===== src/rtl/data_sync_pkg.sv =====
// Shared constants for the bus-enable clock-domain-crossing receiver.
// Default synchronizer depth and bus width are exported here so that
// system-level code can size its crossings consistently.
package data_sync_pkg;

    // Default number of flops in the bus_enable synchronizer (legal >= 2).
    localparam int DS_NUM_STAGES = 2;

    // Default width of the crossing data bus (legal >= 1).
    localparam int DS_BUS_WIDTH  = 8;

    // Edges from bus_enable first being sampled to Sync_bus/enable_pulse update.
    function automatic int ds_capture_latency(input int num_stages);
        return num_stages;
    endfunction

endpackage : data_sync_pkg


===== src/rtl/data_sync_bit_sync.sv =====
// Single-bit multi-flop synchronizer with asynchronous active-low reset.
// The chain is a pure shift register: no logic is placed between stages so
// each flop has a full clock period to resolve metastability.
module data_sync_bit_sync
    import data_sync_pkg::*;
#(
    parameter int NUM_STAGES = DS_NUM_STAGES
) (
    input  logic i_clk,
    input  logic i_rst_n,
    input  logic i_async,
    output logic o_sync
);

    logic [NUM_STAGES-1:0] r_sync;

    // Shift the asynchronous level through the chain; stage 0 samples the raw input.
    always_ff @(posedge i_clk or negedge i_rst_n) begin
        if (!i_rst_n) begin
            r_sync <= '0;
        end else begin
            r_sync <= {r_sync[NUM_STAGES-2:0], i_async};
        end
    end

    assign o_sync = r_sync[NUM_STAGES-1];

endmodule : data_sync_bit_sync


===== src/rtl/data_sync.sv =====
// Destination-side receiver for a multi-bit bus qualified by a level enable.
// bus_enable is synchronized, its rising edge detected, and on that edge the
// (by then stable) unsynchronized bus is captured into Sync_bus while
// enable_pulse is raised for exactly one CLK cycle.
//
// Output qualifier semantics: enable_pulse acts as a one-cycle valid with no
// ready/back-pressure. In the cycle enable_pulse is high, Sync_bus already
// holds the newly captured word; Sync_bus then holds that word until the next
// pulse. A consumer that must see every word has to sample on every pulse.
module data_sync
    import data_sync_pkg::*;
#(
    parameter int NUM_STAGES = DS_NUM_STAGES,
    parameter int BUS_WIDTH  = DS_BUS_WIDTH
) (
    input  logic                 CLK,
    input  logic                 RST,
    input  logic [BUS_WIDTH-1:0] Unsync_bus,
    input  logic                 bus_enable,
    output logic [BUS_WIDTH-1:0] Sync_bus,
    output logic                 enable_pulse
);

    // Synchronized enable level and its one-cycle rising-edge strobe.
    logic                 w_sync_en;
    logic                 w_pulse;

    // Previous synchronized level, used for edge detection.
    logic                 r_prev_en;
    logic                 r_enable_pulse;
    logic [BUS_WIDTH-1:0] r_sync_bus;

    // Only the qualifier is synchronized; the bus itself is sampled directly
    // because the source holds it stable while bus_enable is high.
    data_sync_bit_sync #(
        .NUM_STAGES (NUM_STAGES)
    ) u_en_sync (
        .i_clk   (CLK),
        .i_rst_n (RST),
        .i_async (bus_enable),
        .o_sync  (w_sync_en)
    );

    // Rising edge of the synchronized enable. After reset r_prev_en is 0, so an
    // enable that is already high is treated as a fresh edge.
    assign w_pulse = w_sync_en & ~r_prev_en;

    // Track the last synchronized enable level.
    always_ff @(posedge CLK or negedge RST) begin
        if (!RST) begin
            r_prev_en <= 1'b0;
        end else begin
            r_prev_en <= w_sync_en;
        end
    end

    // Register the edge strobe so enable_pulse lines up with the captured data.
    always_ff @(posedge CLK or negedge RST) begin
        if (!RST) begin
            r_enable_pulse <= 1'b0;
        end else begin
            r_enable_pulse <= w_pulse;
        end
    end

    // Capture the bus on the detected edge; hold it otherwise.
    always_ff @(posedge CLK or negedge RST) begin
        if (!RST) begin
            r_sync_bus <= '0;
        end else if (w_pulse) begin
            r_sync_bus <= Unsync_bus;
        end
    end

    assign Sync_bus     = r_sync_bus;
    assign enable_pulse = r_enable_pulse;

endmodule : data_sync


===== config.mk =====
export PLATFORM = sky130hd
export DESIGN_NAME = data_sync
export DESIGN_NICKNAME = d
export VERILOG_FILES = /design/src/rtl/data_sync_pkg.sv /design/src/rtl/data_sync_bit_sync.sv /design/src/rtl/data_sync.sv
export SDC_FILE = /design/constraint.sdc
export NUM_CORES = 1
export LEC_CHECK = 0
export CAP_MARGIN = 40
export CORE_AREA = 2 2 39 41
export DETAILED_ROUTE_END_ITERATION = 16
export DIE_AREA = 0 0 41 43
export PLACE_DENSITY_LB_ADDON = 0.3
export SLEW_MARGIN = 20
export SYNTH_ARGS = -nofsm -noshare
export SYNTH_HDL_FRONTEND = slang
export SYNTH_SLANG_ARGS = --single-unit

===== constraint.sdc =====
create_clock -name CLK -period 1.75 [get_ports CLK]
set_input_delay 0.35 -clock CLK [delete_from_list [all_inputs] [get_ports CLK]]
set_output_delay 0.35 -clock CLK [all_outputs]
set_load 0.005 [all_outputs]

### After elaboration in Yosys (flattened, before gate mapping)

Cells that the tools add are included.

| cells by class | value |
|---|---|
| add/sub/neg operators | 0 |
| $mul | 0 |
| div/mod/pow operators | 0 |
| order comparisons | 0 |
| equality and inequality tests | 0 |
| shifts and indexed selects | 0 |
| multiplexer cells | 0 |
| bitwise logic cells | 2 |
| reductions and logical operators | 0 |

Operators by type and width:

| cell | number |
|---|---|
| $and A1 B1 Y1 | 1 |
| $not A1 Y1 | 1 |

| storage, ports and cells | value |
|---|---|
| bits in registers | 12 |
| bits in latches | 0 |
| memory bits (writable) | 0 |
| ROM bits | 0 |
| logic and storage cells | 6 |
| memories kept | 0 |

### Depth between registers and ports, before layout

| depth | value |
|---|---|
| depth in word-level cells | 2 |
| depth in mapped cells | 3 |
| depth with buffers taken out | 2 |

### By module

From an unflattened synthesis, not the netlist that was laid out.

| second synthesis, totals | value |
|---|---|
| cell total of the unflattened synthesis | 22 |
| area, all modules | 454.2 µm² |

By module, submodules not included:

| module | instances | cells each | area each (µm²) |
|---|---|---|---|
| data_sync | 1 | 20 | 404.1 |
| data_sync_bit_sync | 1 | 2 | 50.0 |

### Worst setup path after synthesis

OpenSTA, ideal clock, no wires.

| timing path | value |
|---|---|
| path kind | reg2reg |
| start | reg r_prev_en |
| end | reg r_sync_bus[0] (netlist: Sync_bus[0]) |
| library setup time | 0.125 ns |
| arrival time | 0.918 ns |
| data required time | 1.625 ns |
| path slack | 0.707 ns |
| cell stages (with the launch flop) | 4 |
| path buffers | 1 |
| clock period less this slack | 1.043 ns |
| cell sequence | dfrtp_1 > nor2b_4 > buf_12 > mux2_4 |

| on the way | value |
|---|---|
| longest elaborated chain between the ends | 2 |

Ends and longest elaborated chain:

| what | RTL line | RTL |
|---|---|---|
| start, declared | data_sync.sv:29 | `logic r_prev_en;` |
| start signal, assigned | data_sync.sv:53 | `r_prev_en <= w_sync_en;` |
| $not A1 Y1 | data_sync.sv:46 | `assign w_pulse = w_sync_en & ~r_prev_en;` |
| $and A1 B1 Y1 | data_sync.sv:46 |  |
| net w_pulse | data_sync.sv:26 | `logic w_pulse;` |
| end signal, assigned | data_sync.sv:71 | `r_sync_bus <= Unsync_bus;` |
| end, declared | data_sync.sv:31 | `logic [BUS_WIDTH-1:0] r_sync_bus;` |

The timed path passes the listed nets, and every way through them passes these cells.
A chain may end at the register's enable or synchronous reset.

### Final worst setup path

| timing path | value |
|---|---|
| start | reg r_sync_bus[5] (netlist: Sync_bus[5]) |
| end | out Sync_bus[5] |

RTL lines:

| what | RTL line | RTL |
|---|---|---|
| end, declared | data_sync.sv:20 | `output logic [BUS_WIDTH-1:0] Sync_bus,` |

No word-level cell between the ends.

==> summary.md <==
| Metric | Value |
|---|---|
| Status | `finished clean` |
| Crit-path leading delay family | `buffers and inverters` |
| Ys flop type | `dfrtp_1` |
| Initial antenna violation count | `0` |
| Place WS | `0.5615 ns` |
| Die ar. | `around 1800 sq um` |
| Synth Area in Compound Gates | `0%` |
| Hold crit path type | `reg -> reg` |
| Max Slew Vio Count | `0` |
| Slew @ Worst Pin | `0.5064 ns` |
| Peak VDD IR | `approximately 0.38 mV` |
| Crit share post-route | `83.77%` |
| DRT antenna net count | `0` |
| Worst path buffer plus inverter count | `1` |
| Clk buf depth | `2` |
| Synthesized Nets | `33` |
| Largest net degree at the start of global routing | `13` |
| Hold Violations, Final | `0` |
| Post-synthesis instance total | `22` |
| FP Rows | `14` |
| Cell taking the most area after synthesis | `dfrtp_1` |
| Clk sink count | `12` |
| Number of flops mapped to enable cells by yosys | `0` |
| CP endpoint kind | `output port` |
| Detailed placer's ending HPWL | `approximately 550 um` |
| Final setup vio count | `0` |
| Setup WS post-layout | `0.2841 ns` |
| Post-CTS Hold Buffers | `0` |
| TNS Setup | `0 ns` |
| Startpoint types | `register` |
| First-pass GRT wire length | `~1100 um` |
| Drt pass-1 iters | `2` |
| Worst path slowest cell | `clkdlybuf4s50_1` |
| Clock slew seen by the registers of the worst setup and hold paths | `0.07 ns` |
| RSZ-0062 raised after global routing | `no` |
| Min cycle time layout | `around 1.5 ns` |
| Synth Area per Inst | `20.64 sq um` |
| Top post-synthesis cells by area | `dfrtp_1 66%, mux2_4 26%, buf_12 4.4%, nor2b_4 3.0%` |
| Post-synth top area share | `66.12%` |
| LEAKAGE | `0.0003037 uW` |
| Die height | `43 um` |
| Fin nets | `between 50 and 60` |
| PD cells | `a little under 1000 nW/um^2` |
| Layout cells sized above 1 | `29.55%` |
| CP Class | `reg -> out` |
| Vias/cell | `approximately 4.2` |
| DRC | `0` |
| Fill cells | `approximately 120` |
| Synth Area in XOR/XNOR | `0%` |
| Die X | `slightly above 40 um` |
| CP Cell Sequence | `clkdlybuf4s50_1` |
| Yosys reg bits | `12` |
| Arr. time, crit path | `between 1 and 1.5 ns` |
| Commonest cells post-synth | `12 x dfrtp_1, 8 x mux2_4, 1 x buf_12, 1 x nor2b_4` |
| Antenna cells | `0` |
| CTS Buf Count | `3` |
| Multiplexer area fraction after synthesis | `between 20% and 30%` |
| Crit-path max FO | `2` |
| Post-synthesis cell type count | `4` |
| CTS tree | `built` |
| Number of H-tree levels | `1` |
| Synth warn | `0` |
| Largest family of logic cells by synthesized area | `multiplexers` |
| Post-CTS sizing | `0` |
| Area Growth Syn to Fin | `49.86%` |
| CTS Root Cell | `clkbuf_4` |
| Crit-path max cell delay | `0.50 ns` |
| Core area | `1384 sq um` |
| Synth async-reset ratio | `100.0%` |
| Maxcap violations | `0` |
| Post-synthesis sequential area ratio | `66.12%` |
| Maximum clock rate | `682.2 MHz` |
| GRT Util Overall | `a little over 9%` |
| Clk_lat worst skew | `0.25 ns` |
| Slew HR | `66.14%` |
| Most frequent cell after synthesis | `dfrtp_1` |
| DR WL/cell | `11.62 um` |
| Simple-gate share of the synthesized area | `between 3 and 4%` |
| Area of the mapped netlist | `454.2 sq um` |
| Required @ worst endpoint | `1.40 ns` |
| Vias in the first global route | `about 260` |
| 1st-iter DRT viols | `1` |
| Post-synthesis adder-cell area fraction | `0%` |
| Via count | `around 250` |
| GPL Wtd Cong | `between 0.5 and 0.6` |
| Starting Density | `about a third` |
| Io pins | `20` |
| Buffer count from post-CTS setup fixing | `0` |
| Port buffer count | `19` |
| Setup Skew | `just under 0.002 ns` |
| GR Overflow Total | `0` |
| Core Util, Final | `49.19%` |
| Wirelength, routed | `697 um` |
==> path summary, 6_finish.rpt <==
| path | endpoint | startpoint | slack [ns] | cells after the start |
|---|---|---|---|---|
| min | u_en_sync.r_sync[1]$_DFF_PN0_ | u_en_sync.r_sync[0]$_DFF_PN0_ | 0.35 | 0 |
| min reg2reg | u_en_sync.r_sync[1]$_DFF_PN0_ | u_en_sync.r_sync[0]$_DFF_PN0_ | 0.35 | 0 |
| max | Sync_bus[5] | Sync_bus[5]$_DFFE_PN0P_ | 0.28 | 1 |
| min in group asynchronous | Sync_bus[2]$_DFFE_PN0P_ | RST | 0.43 | 1 |
| max in group asynchronous | Sync_bus[0]$_DFFE_PN0P_ | RST | 0.98 | 1 |
| max reg2reg | Sync_bus[3]$_DFFE_PN0P_ | r_prev_en$_DFF_PN0_ | 0.58 | 2 |
==> registers in the layout (all words and copies together), names as in the netlist <==
register / cells
Sync_bus: 8
r_prev_en: 1
enable_pulse: 1
u_en_sync.r_sync: 2
==> layout by cell type (no fill, tap or decap) <==
master,n
clkbuf_4,3
mux2_4,8
clkdlybuf4s50_1,19
clkbuf_8,1
dfrtp_1,12
nor2b_4,1
==> area by class of cell <==
cell class                 instances  area (sq um)  area share, %
clock buffer                       4         36.28          5.331
multi-input combinational          9         133.9          19.67
sequential                        12         300.3          44.12
tap                               16         20.02          2.941
timing repair buffer              19         190.2          27.94
==> cells by family after synthesis <==
logic type    count (synthesis)
buf+inv                       1
flops                        12
mux                           8
simple gates                  1
==> metrics by stage <==
stage | cell area [sq um] | hold WS, ns | total power [uW] | instances
2_1_floorplan | 454.2 | 0.05441 | 386.1 | 22
3_3_place_gp | 644.4 | 0.3337 | 468.7 | 56
3_5_place_dp | 644.4 | 0.3347 | 471.8 | 56
4_1_cts | 680.7 | 0.3507 | 679.3 | 60
5_1_grt | 680.7 | 0.3740 | 709.1 | 60
6_report | 680.7 | 0.3484 | 667.0 | 60
==> where the power goes <==
| part | switching (uW) | total (uW) | internal (uW) |
|---|---|---|---|
| Sequential | 17.0 | 326 | 309 |
| Clock | 76.7 | 203 | 126 |
| Combinational | 32.9 | 138 | 105 |
| Total | 127 | 667 | 540 |
==> per-layer routing <==
| layer | track usage (%) | up-vias | routed length (um) |
|---|---|---|---|
| met4 | 6.000 | 0 | 0 |
| met3 | 3.141 | 0 | 81 |
| met1 | 12.24 | 122 | 322 |
| met2 | 12.50 | 14 | 293 |
| li1 | - | 118 | - |
| met5 | 0 | - | 0 |
No activity file was read; power rests on OpenSTA's default activity.
